==> src/rtl/wb_pkg.sv <==
`default_nettype none
// ============================================================================
// Module      : wb_pkg
// Description : Shared definitions for the write-back arbiter slice.
//               XLEN   - write-back data width
//               NREG   - architectural register count
//               REG_AW - register address width
//               gnt_e  - grant encoding produced by wb_rr_arb
// Revision    : 1.0 - initial release
// ============================================================================
package wb_pkg;

   localparam int XLEN   = 64;
   localparam int NREG   = 32;
   localparam int REG_AW = 5;

   typedef enum logic [1:0] {
      GNT_NONE = 2'd0,
      GNT_EX   = 2'd1,
      GNT_LS   = 2'd2
   } gnt_e;

endpackage : wb_pkg
`default_nettype wire

==> src/rtl/wb_arbiter_if.sv <==
`default_nettype none
// ============================================================================
// Module      : wb_arbiter_if
// Description : Bundle of the two write-back request channels (EX, LSU),
//               the register-file write port, the reservation port and the
//               pending-write bitmap.
//               modport master : pipeline side (drives requests/reservations)
//               modport slave  : arbiter side (drives ready, rf_*, busy_o)
// Revision    : 1.0 - initial release
// ============================================================================
interface wb_arbiter_if
   import wb_pkg::*;
#(
   parameter int XLEN = wb_pkg::XLEN,
   parameter int NREG = wb_pkg::NREG
);

   // EX write-back channel
   logic              ex_valid;
   logic              ex_ready;
   logic [REG_AW-1:0] ex_waddr;
   logic [XLEN-1:0]   ex_wdata;

   // LSU write-back channel
   logic              ls_valid;
   logic              ls_ready;
   logic [REG_AW-1:0] ls_waddr;
   logic [XLEN-1:0]   ls_wdata;

   // Register-file write port
   logic              rf_we;
   logic [REG_AW-1:0] rf_waddr;
   logic [XLEN-1:0]   rf_wdata;

   // Issue-stage reservation and scoreboard
   logic              rsv_en;
   logic [REG_AW-1:0] rsv_addr;
   logic [NREG-1:0]   busy_o;

   modport master (
      output ex_valid, ex_waddr, ex_wdata,
      output ls_valid, ls_waddr, ls_wdata,
      output rsv_en, rsv_addr,
      input  ex_ready, ls_ready,
      input  rf_we, rf_waddr, rf_wdata,
      input  busy_o
   );

   modport slave (
      input  ex_valid, ex_waddr, ex_wdata,
      input  ls_valid, ls_waddr, ls_wdata,
      input  rsv_en, rsv_addr,
      output ex_ready, ls_ready,
      output rf_we, rf_waddr, rf_wdata,
      output busy_o
   );

endinterface : wb_arbiter_if
`default_nettype wire

==> src/rtl/wb_rr_arb.sv <==
`default_nettype none
// ============================================================================
// Module      : wb_rr_arb
// Description : Two-way write-back arbiter (EX vs LSU). A lone requester is
//               granted immediately; under contention the requester that was
//               not granted most recently wins. The last-grant pointer
//               resets to EX so the LSU wins the first contention.
//               Build macro WB_ARB_FIXED_PRIO_EN: LSU always wins contention
//               and the pointer is removed.
// Ports       : clk      - clock
//               rst_n    - asynchronous active-low reset
//               ex_valid - EX request
//               ls_valid - LSU request
//               gnt      - combinational grant (GNT_NONE while in reset)
// Revision    : 1.0 - initial release
// ============================================================================
module wb_rr_arb
   import wb_pkg::*;
(
   input  wire logic clk,
   input  wire logic rst_n,
   input  wire logic ex_valid,
   input  wire logic ls_valid,
   output gnt_e      gnt
);

`ifdef WB_ARB_FIXED_PRIO_EN

   always_comb begin
      gnt = GNT_NONE;
      if (rst_n) begin
         if (ls_valid) begin
            gnt = GNT_LS;
         end else if (ex_valid) begin
            gnt = GNT_EX;
         end
      end
   end

`else

   // 1: LSU was granted most recently, 0: EX was.
   logic r_last_ls;

   always_comb begin
      gnt = GNT_NONE;
      if (rst_n) begin
         if (ex_valid && ls_valid) begin
            gnt = r_last_ls ? GNT_EX : GNT_LS;
         end else if (ls_valid) begin
            gnt = GNT_LS;
         end else if (ex_valid) begin
            gnt = GNT_EX;
         end
      end
   end

   // Pointer follows every grant, contended or not.
   always_ff @(posedge clk or negedge rst_n) begin
      if (!rst_n) begin
         r_last_ls <= 1'b0;
      end else if (gnt == GNT_LS) begin
         r_last_ls <= 1'b1;
      end else if (gnt == GNT_EX) begin
         r_last_ls <= 1'b0;
      end
   end

`endif

endmodule : wb_rr_arb
`default_nettype wire

==> src/rtl/wb_arbiter.sv <==
`default_nettype none
// ============================================================================
// Module      : wb_arbiter
// Description : Write-back arbiter merging the EX and LSU result channels
//               onto a single register-file write port, plus a per-register
//               pending-write scoreboard.
//               - ready is combinational from valid and the arbiter grant
//               - the write port is registered: grant in cycle N appears on
//                 rf_we/rf_waddr/rf_wdata in cycle N+1 for one cycle
//               - writes to x0 are accepted but never issued
//               - busy_o bit set by a reservation, cleared by the write;
//                 set wins over clear on the same register
//               Build macro WB_ARB_FIXED_PRIO_EN selects fixed LSU priority
//               instead of round-robin (handled in wb_rr_arb).
// Ports       : clk   - clock
//               rst_n - asynchronous active-low reset
//               bus   - wb_arbiter_if.slave (request channels, write port,
//                       reservation port, busy_o bitmap)
// Revision    : 1.0 - initial release
// ============================================================================
module wb_arbiter
   import wb_pkg::*;
#(
   parameter int XLEN = wb_pkg::XLEN,
   parameter int NREG = wb_pkg::NREG
)
(
   input  wire logic     clk,
   input  wire logic     rst_n,
   wb_arbiter_if.slave   bus
);

   gnt_e              w_gnt;
   logic [REG_AW-1:0] w_sel_addr;
   logic [XLEN-1:0]   w_sel_data;
   logic              w_wr;

   logic              r_rf_we;
   logic [REG_AW-1:0] r_rf_waddr;
   logic [XLEN-1:0]   r_rf_wdata;

   logic [NREG-1:0]   w_set;
   logic [NREG-1:0]   w_clr;
   logic [NREG-1:0]   r_busy;

   // ------------------------------------------------------------------
   // Arbitration
   // ------------------------------------------------------------------
   wb_rr_arb u_arb (
      .clk      (clk),
      .rst_n    (rst_n),
      .ex_valid (bus.ex_valid),
      .ls_valid (bus.ls_valid),
      .gnt      (w_gnt)
   );

   // The arbiter already returns GNT_NONE during reset and never grants a
   // channel without its valid, so ready follows directly from the grant.
   assign bus.ex_ready = (w_gnt == GNT_EX);
   assign bus.ls_ready = (w_gnt == GNT_LS);

   always_comb begin
      w_sel_addr = '0;
      w_sel_data = '0;
      case (w_gnt)
         GNT_EX: begin
            w_sel_addr = bus.ex_waddr;
            w_sel_data = bus.ex_wdata;
         end
         GNT_LS: begin
            w_sel_addr = bus.ls_waddr;
            w_sel_data = bus.ls_wdata;
         end
         default: begin
            w_sel_addr = '0;
            w_sel_data = '0;
         end
      endcase
   end

   // A grant to x0 is consumed without producing a write.
   assign w_wr = (w_gnt != GNT_NONE) && (w_sel_addr != '0);

   // ------------------------------------------------------------------
   // Registered write port; address/data hold while rf_we is low.
   // ------------------------------------------------------------------
   always_ff @(posedge clk or negedge rst_n) begin
      if (!rst_n) begin
         r_rf_we    <= 1'b0;
         r_rf_waddr <= '0;
         r_rf_wdata <= '0;
      end else begin
         r_rf_we <= w_wr;
         if (w_wr) begin
            r_rf_waddr <= w_sel_addr;
            r_rf_wdata <= w_sel_data;
         end
      end
   end

   assign bus.rf_we    = r_rf_we;
   assign bus.rf_waddr = r_rf_waddr;
   assign bus.rf_wdata = r_rf_wdata;

   // ------------------------------------------------------------------
   // Scoreboard. Per-bit decode keeps the indexing in range for any NREG;
   // bit 0 has no set/clear term so it stays at its reset value of 0.
   // ------------------------------------------------------------------
   for (genvar i = 0; i < NREG; i++) begin : g_busy
      if (i == 0) begin : g_zero
         assign w_set[i] = 1'b0;
         assign w_clr[i] = 1'b0;
      end else begin : g_reg
         localparam logic [REG_AW-1:0] c_idx = REG_AW'(i);
         assign w_set[i] = bus.rsv_en && (bus.rsv_addr == c_idx);
         assign w_clr[i] = r_rf_we    && (r_rf_waddr   == c_idx);
      end
   end

   // Clear applied first, then set, so a same-cycle set wins.
   always_ff @(posedge clk or negedge rst_n) begin
      if (!rst_n) begin
         r_busy <= '0;
      end else begin
         r_busy <= (r_busy & ~w_clr) | w_set;
      end
   end

   assign bus.busy_o = r_busy;

endmodule : wb_arbiter
`default_nettype wire

==> src/flat_wrapper.sv <==
// flat-port wrapper written by rule: the top's interface ports become plain ports
module wb_arbiter_flat import wb_pkg::*;
#(
   parameter int XLEN = wb_pkg::XLEN,
   parameter int NREG = wb_pkg::NREG
)
  (clk, rst_n, bus_ex_valid, bus_ex_waddr, bus_ex_wdata, bus_ls_valid, bus_ls_waddr, bus_ls_wdata, bus_rsv_en, bus_rsv_addr, bus_ex_ready, bus_ls_ready, bus_rf_we, bus_rf_waddr, bus_rf_wdata, bus_busy_o);
  wb_arbiter_if #(.XLEN(XLEN), .NREG(NREG)) bus_i ();
  input  wire logic clk;
  input  wire logic rst_n;
  input wire logic [$bits(bus_i.ex_valid)-1:0] bus_ex_valid;
  input wire logic [$bits(bus_i.ex_waddr)-1:0] bus_ex_waddr;
  input wire logic [$bits(bus_i.ex_wdata)-1:0] bus_ex_wdata;
  input wire logic [$bits(bus_i.ls_valid)-1:0] bus_ls_valid;
  input wire logic [$bits(bus_i.ls_waddr)-1:0] bus_ls_waddr;
  input wire logic [$bits(bus_i.ls_wdata)-1:0] bus_ls_wdata;
  input wire logic [$bits(bus_i.rsv_en)-1:0] bus_rsv_en;
  input wire logic [$bits(bus_i.rsv_addr)-1:0] bus_rsv_addr;
  output wire logic [$bits(bus_i.ex_ready)-1:0] bus_ex_ready;
  output wire logic [$bits(bus_i.ls_ready)-1:0] bus_ls_ready;
  output wire logic [$bits(bus_i.rf_we)-1:0] bus_rf_we;
  output wire logic [$bits(bus_i.rf_waddr)-1:0] bus_rf_waddr;
  output wire logic [$bits(bus_i.rf_wdata)-1:0] bus_rf_wdata;
  output wire logic [$bits(bus_i.busy_o)-1:0] bus_busy_o;
  assign bus_i.ex_valid = bus_ex_valid;
  assign bus_i.ex_waddr = bus_ex_waddr;
  assign bus_i.ex_wdata = bus_ex_wdata;
  assign bus_i.ls_valid = bus_ls_valid;
  assign bus_i.ls_waddr = bus_ls_waddr;
  assign bus_i.ls_wdata = bus_ls_wdata;
  assign bus_i.rsv_en = bus_rsv_en;
  assign bus_i.rsv_addr = bus_rsv_addr;
  assign bus_ex_ready = bus_i.ex_ready;
  assign bus_ls_ready = bus_i.ls_ready;
  assign bus_rf_we = bus_i.rf_we;
  assign bus_rf_waddr = bus_i.rf_waddr;
  assign bus_rf_wdata = bus_i.rf_wdata;
  assign bus_busy_o = bus_i.busy_o;
  wb_arbiter #(.XLEN(XLEN), .NREG(NREG)) u_core (.clk(clk), .rst_n(rst_n), .bus(bus_i));
endmodule
==> config.mk <==
export PLATFORM = sky130hd
export DESIGN_NAME = wb_arbiter_flat
export DESIGN_NICKNAME = d
export VERILOG_FILES = /design/src/rtl/wb_pkg.sv /design/src/rtl/wb_arbiter_if.sv /design/src/rtl/wb_rr_arb.sv /design/src/rtl/wb_arbiter.sv /design/src/flat_wrapper.sv
export SDC_FILE = /design/constraint.sdc
export NUM_CORES = 1
export LEC_CHECK = 0
export BUFFER_PORTS_ARGS = -buffer_cell sky130_fd_sc_hd__buf_2
export CORE_UTILIZATION = 30
export CTS_CLUSTER_DIAMETER = 50
export DETAILED_ROUTE_END_ITERATION = 16
export PLACE_DENSITY = 0.59
export REMOVE_ABC_BUFFERS = 1
export SKIP_LAST_GASP = 1
export SYNTH_ARGS = -nofsm -noshare
export SYNTH_HDL_FRONTEND = slang
export SYNTH_HIERARCHICAL = 1
export SYNTH_SLANG_ARGS = --single-unit
==> constraint.sdc <==
create_clock -name clk -period 2.12 [get_ports clk]
set_input_delay 0.212 -clock clk [delete_from_list [all_inputs] [get_ports clk]]
set_output_delay 0.212 -clock clk [all_outputs]
set_load 0.005 [all_outputs]
Word-level counts from Yosys, hierarchy flattened
Index checks and enable logic that the tools add are counted.
W data, S select, Z words.
{"block": "classes", "n_eq_ne": 64, "muxes": 9, "n_bitwise": 3, "n_reduce_logical": 67}
{"op": "$eq A5 B5 Y1 const B", "count": 32}
{"op": "$pmux W64 S2", "count": 1}
{"op": "$eq A5 B4 Y1 const B", "count": 16}
{"op": "$logic_and A1 B1 Y1", "count": 64}
{"op": "$eq A5 B3 Y1 const B", "count": 8}
{"op": "$and A32 B32 Y32", "count": 1}
{"op": "$not A32 Y32", "count": 1}
{"op": "$or A32 B32 Y32", "count": 1}
{"op": "$eq A5 B2 Y1 const B", "count": 4}
{"op": "$eq A5 B1 Y1 const B", "count": 2}
{"op": "$pmux W5 S2", "count": 1}
{"op": "$mux W2", "count": 4}
{"op": "$reduce_bool A5 Y1", "count": 1}
{"op": "$reduce_bool A2 Y1", "count": 2}
{"op": "$mux W1", "count": 3}
{"op": "$eq A2 B1 Y1 const B", "count": 1}
{"op": "$eq A2 B2 Y1 const B", "count": 1}
{"block": "totals", "reg_bits": 103, "input_bits": 148, "out_inout_bits": 104, "word_cells": 148}

Logic depth before layout (Yosys ltp)
Gate-level depths: netlist (run 1).
{"block": "depth", "depth_word": 8, "ltp_mapped": 10, "mapped_depth_nobuf": 8}

Modules after synthesis
The synthesis (run 1) kept the hierarchy.
{"module": "wb_arbiter", "instances": 1, "cells_per_inst": 376, "area_per_inst_um2": 4630.7, "seq_area_each_um2": 2527.4}
{"module": "wb_rr_arb", "instances": 1, "cells_per_inst": 8, "area_per_inst_um2": 82.6, "seq_area_each_um2": 25.0}

Worst setup path after synthesis (run 1)
Ideal clock, no wire load.
{"block": "synth_timing", "path_kind": "reg-to-reg", "start": "register u_core.u_arb.r_last_ls", "end": "register u_core.r_rf_wdata[50] (netlist: u_core/bus.rf_wdata[50])", "setup_ns": 0.125, "arrival_time_ns": 2.207, "slack_ns": -0.212, "path_stages_with_launch": 10, "period_less_slack_ns": 2.332, "path_cell_list": "dfrtp_1 -> a21oi_1 -> inv_1 -> ha_1 -> a22o_1 -> o31ai_4 -> a31oi_1 -> buf_6 -> buf_6 -> mux2_4"}
{"block": "synth_between", "elab_chain_len": 7, "elab_cells_between_ends": 10}
{"item": "start, declared", "line_no": "wb_rr_arb.sv:43", "text": "logic r_last_ls;"}
{"item": "start signal, assigned", "line_no": "wb_rr_arb.sv:61", "text": "r_last_ls <= 1'b0;"}
{"item": "start signal, assigned", "line_no": "wb_rr_arb.sv:63", "text": "r_last_ls <= 1'b1;"}
{"item": "start signal, assigned", "line_no": "wb_rr_arb.sv:65", "text": "r_last_ls <= 1'b0;"}
{"item": "$mux W2 (*)", "line_no": "wb_rr_arb.sv:49", "text": "gnt = r_last_ls ? GNT_EX : GNT_LS;"}
{"item": "$mux W2 (*)", "line_no": "wb_rr_arb.sv:48", "text": "if (ex_valid && ls_valid) begin"}
{"item": "$mux W2 (*)", "line_no": "wb_rr_arb.sv:47", "text": "if (rst_n) begin"}
{"item": "named net u_core.w_gnt[1]", "line_no": "wb_arbiter.sv:33", "text": "gnt_e w_gnt;"}
{"item": "$eq A2 B1 Y1 (*)"}
{"item": "named net bus_ex_ready", "line_no": "flat_wrapper.sv:19", "text": "output wire logic [$bits(bus_i.ex_ready)-1:0] bus_ex_ready;"}
{"item": "$pmux W5 S2", "line_no": "wb_arbiter.sv:65", "text": "case (w_gnt)"}
{"item": "$reduce_bool A5 Y1", "line_no": "wb_arbiter.sv:82", "text": "assign w_wr = (w_gnt != GNT_NONE) && (w_sel_addr != '0);"}
{"item": "$logic_and A1 B1 Y1", "line_no": "wb_arbiter.sv:82"}
{"item": "end signal, assigned", "line_no": "wb_arbiter.sv:96", "text": "r_rf_wdata <= w_sel_data;"}
{"item": "end, declared", "line_no": "wb_arbiter.sv:40", "text": "logic [XLEN-1:0] r_rf_wdata;"}
Mark *: on every way through the listed nets, which the timed path passes. The rest lies on a longest branch.
A chain may end at the register's enable or synchronous reset.

Final worst setup path (run 1)
{"block": "layout_timing", "start": "register u_core.u_arb.r_last_ls", "end": "register u_core.r_rf_wdata[60] (netlist: u_core/bus.rf_wdata[60])"}
{"block": "layout_between", "elab_chain_len": 7, "elab_cells_between_ends": 10}
{"item": "$mux W2 (*)", "line_no": "wb_rr_arb.sv:49"}
{"item": "$mux W2 (*)", "line_no": "wb_rr_arb.sv:48"}
{"item": "$mux W2 (*)", "line_no": "wb_rr_arb.sv:47"}
{"item": "named net u_core.w_gnt[0]", "line_no": "wb_arbiter.sv:33"}
{"item": "$eq A2 B2 Y1 / $eq A2 B1 Y1 (equally long branches)", "line_no": "wb_arbiter.sv:65"}
{"item": "$pmux W5 S2", "line_no": "wb_arbiter.sv:65"}
{"item": "$reduce_bool A5 Y1", "line_no": "wb_arbiter.sv:82"}
{"item": "$logic_and A1 B1 Y1", "line_no": "wb_arbiter.sv:82"}
Marks and branches as above.

==> run metrics, run 1 <==
status complete, but fails checks; failing checks negative setup slack; Syn. warnings 6; DP HPWL 10740 um; Seq/Total Area, Yosys 54.15%; CTS root buf clkbuf_16; crit path DAT 2600 ps; FP Rows 45; port bufs 250; clock-pin slew on the worst setup and hold paths 70 ps; fraction of layout cells with a size suffix above 1 55.08%; ranking of synthesized cells by area dfrtp_1 (54%), a22o_1 (13%), mux2_2 (11%), o21ai_0 (6.6%), mux2_4 (3.5%); fmax 421.8 MHz; critical path required time 2350 ps; hold_sp bus_ex_wdata[0]; Layout area overhead 45.26%; critical-path cell list o211a_1, ha_2, a22o_4, o31ai_4, a31oi_4, buf_12, buf_16, mux2_1; GRT overflow 0; critical path class reg2reg; Yosys top cell area share 54.15%; MaxCap Viol Count 0; crit share post-route 111.8%; Vias/cell 4.924; RSZ-0062 raised after global routing true; # DRC 0; Ports 252; GPL Wtd Cong 0.8391; final hold violation count 0; H-tree levels 3; Longest Clk Path Bufs 2; CTS buffer count 9; Post-Synthesis Cells 384; first-pass GRT wire length 22000 um; GRT Total Usage 17.79%; nets@finish 806; DR WL/cell 16.28 um; Pwr Density 1001 nW/um^2; WP buf/inv 2; R2R depth 8; crit-path max cell delay 420 ps; commonest non-fill, non-tap cells in the layout buf_2 (249), dfrtp_1 (102), a22o_1 (67); R2R Path End u_core/bus.rf_wdata[60]; critical path depth 8; Total Neg Setup Slack -12300 ps; Pre-antenna DRT Iters 4; Worst-Skew Late Latency 340 ps; CTS Sinks 102; post-route antenna net violation count 0; Startpoint Class register; core area 15260 sq um; routed wire length 14160 um; Critical Path End u_core/bus.rf_wdata[60]; fin util 44.87%; most common library cell in the layout ignoring fill and taps buf_2; Detailed Route Iter0 Violations 186; Worst Setup SP u_core/u_arb/r_last_ls; Mapped Area 4713 sq um; Die X 127.3 um; Yosys cell types 26; critical path fanouts, max 12; largest net degree at the start of global routing 48; CP delay by family, top compound AO/OA/AOI/OAI gates; Final Setup Violations 64; Die Y 127.3 um; clock skew 4.810 ps; area leader, netlist dfrtp_1; Die ar. 16220 sq um; Avg Inst Size Synth 12.27 sq um; crit path capture type register; Reg2Reg Setup Slack -250 ps; vias in the first global route 4288; Vias 4284; leakage 3.383 nW; post-route setup slack -251.0 ps; CTS tree done; initial core utilization 30.89%; Tmin final 2371 ps; synthesized flop and latch total 102; Slew @ Worst Pin 568.8 ps; worst min path class in2reg; critical register-to-register path startpoint u_core/u_arb/r_last_ls; Critical Path Slowest Stage Cell dfrtp_1; Peak VDD IR 0.3951 mV; Slew Limit Fails 0; initial antenna violation count 0; ANT cells 0; Rel. slew slack 62.08%
layer usage:
| layer | global-route usage [%] | part of all wire [%] |
|---|---|---|
| met3 | 3.518 | 6.3 |
| met5 | 0 | 0 |
| met2 | 32.18 | 51 |
| met1 | 20.27 | 40 |
| met4 | 7.913 | 2.6 |
what timing repair did:
| action | CTS | global route |
|---|---|---|
| cloned | 2 | 0 |
| endpoints found under the setup margin | 68 | 69 |
| hold buffers | 1 | 0 |
| pin swaps | 4 | 2 |
| setup buffers | 5 | 1 |
| resized for setup | 5 | 5 |
| endpoints found under the hold margin | 57 | 0 |
power by group:
group / switching [W] / leakage (nW) / internal, W
clock: 0.000720 / 0.148 / 0.00107
sequential: 0.000385 / 1.23 / 0.00257
combinational: 0.000965 / 2.00 / 0.00115
total: 0.00207 / 3.38 / 0.00479
through the flow:
| step | hold WS [ps] | area, sq um | std cells | power, W | setup slack [ps] |
|---|---|---|---|---|---|
| finish | 201.3 | 6847 | 870 | 0.006855 | -251.0 |
| global route | 186.0 | 6847 | 870 | 0.007294 | -345.2 |
| CTS | 180.9 | 6819 | 869 | 0.006943 | -242.5 |
| detailed placement | 251.5 | 6356 | 845 | 0.005072 | -268.7 |
| global placement | 247.6 | 6356 | 845 | 0.005009 | -222.7 |
| floorplan | -83.59 | 4596 | 361 | 0.003866 | -4913 |
Yosys cell counts, drive strengths merged:
master / number
ha: 4
o211ai: 1
o21ai: 62
o22ai: 5
o31ai: 1
nand3: 8
a21oi: 3
conb: 1
or2: 1
mux2: 65
clkbuf: 15
inv: 8
nand2: 17
a22o: 69
nor2: 2
nand4: 2
o211a: 1
nand2b: 2
dfrtp: 102
nor2b: 6
buf: 8
a31oi: 1
worst reg2reg max path, stage by stage (launching register included):
cell and delay, ps:
dfrtp_1 420, o211a_1 250, ha_2 230, a22o_4 240
o31ai_4 300, a31oi_4 180, buf_12 170, buf_16 150
mux2_1 310
kinds of logic (layout without fill, tap and decap cells):
family	Yosys count	after routing	share of synthesized area, %
compound gates	143	143	21.34
buf+inv	31	306	3.132
flops	102	102	54.15
fa+ha+maj	4	4	1.062
other cells	1	1	0.07956
simple gates	38	38	3.823
mux	65	65	16.41
flip-flops by register name (all words and copies together) (netlist names):
register,flops
u_core/bus.busy_o,31
u_core/u_arb/r_last_ls,1
u_core/bus.rf_we,1
u_core/bus.rf_wdata,64
u_core/bus.rf_waddr,5
layout make-up:
type	instances	area [sq um]
Multi-Input combinational cell	251	2064
Clock buffer	11	242.7
Tap cell	211	264.0
Timing Repair Buffer	282	1610
Sequential cell	102	2552
Clock inverter	5	82.58
Fill cell	1446	8412
Inverter	8	30.03
worst min-delay path by stage:
stage                     depth (start not counted)  slack, ps                      to
after floorplan                                   0        -80   u_core/bus.busy_o[10]
final                                             3        200  u_core/bus.rf_wdata[0]
after detailed placement                          2        250  u_core/u_arb/r_last_ls
after global placement                            2        250  u_core/u_arb/r_last_ls
after CTS                                         3        180  u_core/bus.rf_wdata[0]
after global routing                              3        190  u_core/bus.rf_wdata[0]
No activity file was read; power rests on OpenSTA's default activity.
==> run 2: changes to the inputs <==
- CORE_UTILIZATION: 30 -> 41
- PLACE_DENSITY: 0.59 -> 0.77
==> run 2 against run 1 <==
  * The flow finishes with violations (negative hold slack, negative setup slack)
  * Critical path type unchanged
  * Routed wire length grew 2.2%
  * Global-route usage grew 5.7 points
  * Die area shrank 26%
  * Clock skew is essentially flat
  * Count of clock-buffer cells in the layout is the same
  * Sequential power is essentially flat
==> run metrics, run 2 (same netlist as run 1, synthesis figures left out) <==
port bufs 250 (unchanged); Die Y 109.2 um (-14%); most common library cell in the layout ignoring fill and taps buf_2; post-route setup slack -222.2 ps (+28.78 ps); Final Setup Violations 68 (+6.3%); Tmin final 2342 ps (-28.78 ps); Rel. slew slack 52.50% (-9.6 points); hold buffers post-CTS 0 (-1); power share of the combinational group 31.6% (+0.8 points); critical path fanouts, max 14 (+2); commonest non-fill, non-tap cells in the layout buf_2 (249), dfrtp_1 (101), a22o_1 (66); crit path capture type register; GRT overflow 0 (unchanged); Pre-antenna DRT Iters 4 (unchanged); fill count 890 (-38%); critical path class reg2reg; non-filler cells in the finished layout 806 (-7.4%); vias in the first global route 4262 (-0.61%); Longest Clk Path Bufs 2 (unchanged); CTS root buf clkbuf_16; status complete, but fails checks; crit share post-route 110.5% (-1.4 points); RSZ-0062 raised after global routing true; post-route antenna net violation count 0 (unchanged); DP Cell Count 775 (-8.3%); GRT Total Usage 23.48% (+5.7 points); Peak VDD IR 0.4771 mV (+21%); first-pass GRT wire length 21020 um (-4.5%); DP HPWL 10500 um (-2.2%); Clk pwr share 25.9% (-0.2 points); Startpoint Class register; crit path DAT 2570 ps (-30 ps); nets@finish 812 (+0.74%); clock-pin slew on the worst setup and hold paths 70 ps (about the same); Vias/cell 5.375 (+9.1%); Reg2Reg Setup Slack -220 ps (+30 ps); worst min path class in2async; CTS buffer count 9 (unchanged); post-route cell area 6893 sq um (+0.68%); Pwr Density 1014 nW/um^2 (+1.2%); max reg flops 64 (unchanged); clock skew 5.279 ps (+0.4686 ps); sequential share of power 42.5% (-0.6 points); Detailed Route Iter0 Violations 213 (+15%); core area 11030 sq um (-28%); MaxCap Viol Count 0 (unchanged); initial antenna violation count 1 (+1); Layout area overhead 46.24%; R2R Path End u_core/bus.rf_wdata[10]; NetSw 0.002112 W (+2.0%); Post-Place Cell Area 6275 sq um (-1.3%); Vias 4332 (+1.1%); leakage 3.444 nW (+1.8%); final hold violation count 1 (+1); Ports 252 (unchanged); fraction of layout cells with a size suffix above 1 57.44% (+2.4 points); Worst Hold Slack -2.575 ps (-203.9 ps); Slew @ Worst Pin 712.5 ps (+143.7 ps); # DRC 0 (unchanged); CTS Sinks 102 (unchanged); initial core utilization 42.73% (+12 points); failing checks negative hold slack, negative setup slack; Die X 109.2 um (-14%); largest net degree at the start of global routing 59 (+23%); CTS tree done; DR WL/cell 17.96 um (+10%); fmax 426.9 MHz (+1.2%); H-tree levels 3 (unchanged); Sw Share 30.22% (+0.034 points); Slew Limit Fails 0 (unchanged); FP Rows 38 (-16%); Die ar. 11930 sq um (-26%); GPL Wtd Cong 0.8983 (+7.1%); Pwr Total 0.006987 W (+1.9%); P_int 0.004876 W (+1.9%); R2R depth 9 (+1); critical path required time 2340 ps (about the same); routed wire length 14470 um (+2.2%); Worst-Skew Late Latency 340 ps (about the same); dpl ws -319.3 ps (-50.56 ps); critical register-to-register path startpoint u_core/u_arb/r_last_ls
-- run 2: cell types whose count changed in the layout (fill, tap and decap cells not counted), moves of 2 or more --
cell / change
mux2_1: -3
o22ai_2: +2
o22ai_1: -3
buf_12: -2
clkinvlp_4: -2
buf_6: +8
mux2_4: +4
-- run 2: how the worst max path moves through the flow --
stage / from / end / slack, ps / depth (start not counted)
3_3_place_gp: u_core/u_arb/r_last_ls / u_core/bus.rf_wdata[17] / -220 / 9
2_1_floorplan: u_core/u_arb/r_last_ls / u_core/bus.rf_wdata[10] / -4910 / 7
5_1_grt: u_core/u_arb/r_last_ls / u_core/bus.rf_wdata[18] / -270 / 10
6_report: u_core/u_arb/r_last_ls / u_core/bus.rf_wdata[10] / -220 / 9
3_5_place_dp: u_core/u_arb/r_last_ls / u_core/bus.rf_wdata[31] / -320 / 9
4_1_cts: u_core/u_arb/r_last_ls / u_core/bus.rf_wdata[48] / -250 / 10
-- run 2: worst max-delay path: stages, from the launching register on --
cell and delay (ps):
dfrtp_2 440, a21oi_4 190, buf_4 160, ha_4 190
a22o_1 200, nand2_2 90, a31oi_4 270, buf_6 180
buf_12 150, mux2_2 350
-- run 2: power groups by stage --
| stage | Sequential [W] | Clock, W | Combinational, W |
|---|---|---|---|
| floorplan | 0.00299 | 0 | 0.000876 |
| global placement | 0.00297 | 0 | 0.00200 |
| detailed placement | 0.00299 | 0 | 0.00207 |
| CTS | 0.00297 | 0.00184 | 0.00213 |
| global route | 0.00305 | 0.00192 | 0.00241 |
| finish | 0.00297 | 0.00181 | 0.00221 |
-- run 2: per-stage QoR --
stage	util (%)	TNS, ps
final	62.49	-11490
after global routing	62.49	-14280
after CTS	61.30	-12930
after detailed placement	56.89	-14180
after global placement	56.89	-9124
after floorplan	-	-333240
-- run 2: routing by layer --
metal / GRT usage [%] / part of all wire [%]
met5: 0 / 0
met4: 11.90 / 3.2
met3: 3.288 / 6.0
met2: 43.62 / 53
met1: 25.93 / 37
-- run 2: cell type report --
| class | instances | area (sq um) | share of cell area [%] |
|---|---|---|---|
| Multi-Input combinational cell | 251 | 2142 | 31.08 |
| Tap cell | 140 | 175.2 | 2.541 |
| Clock inverter | 5 | 81.33 | 1.180 |
| Clock buffer | 11 | 252.7 | 3.667 |
| Timing Repair Buffer | 288 | 1655 | 24.02 |
| Sequential cell | 102 | 2554 | 37.05 |
| Antenna cell | 1 | 2.502 | 0.03630 |
| Inverter | 8 | 30.03 | 0.4357 |
-- run 2: repair_timing --
item	in CTS	in global routing
pin swaps	3	9
resized for setup	9	23
gates cloned	2	2
setup endpoints to repair	68	70
buffers inserted	7	5
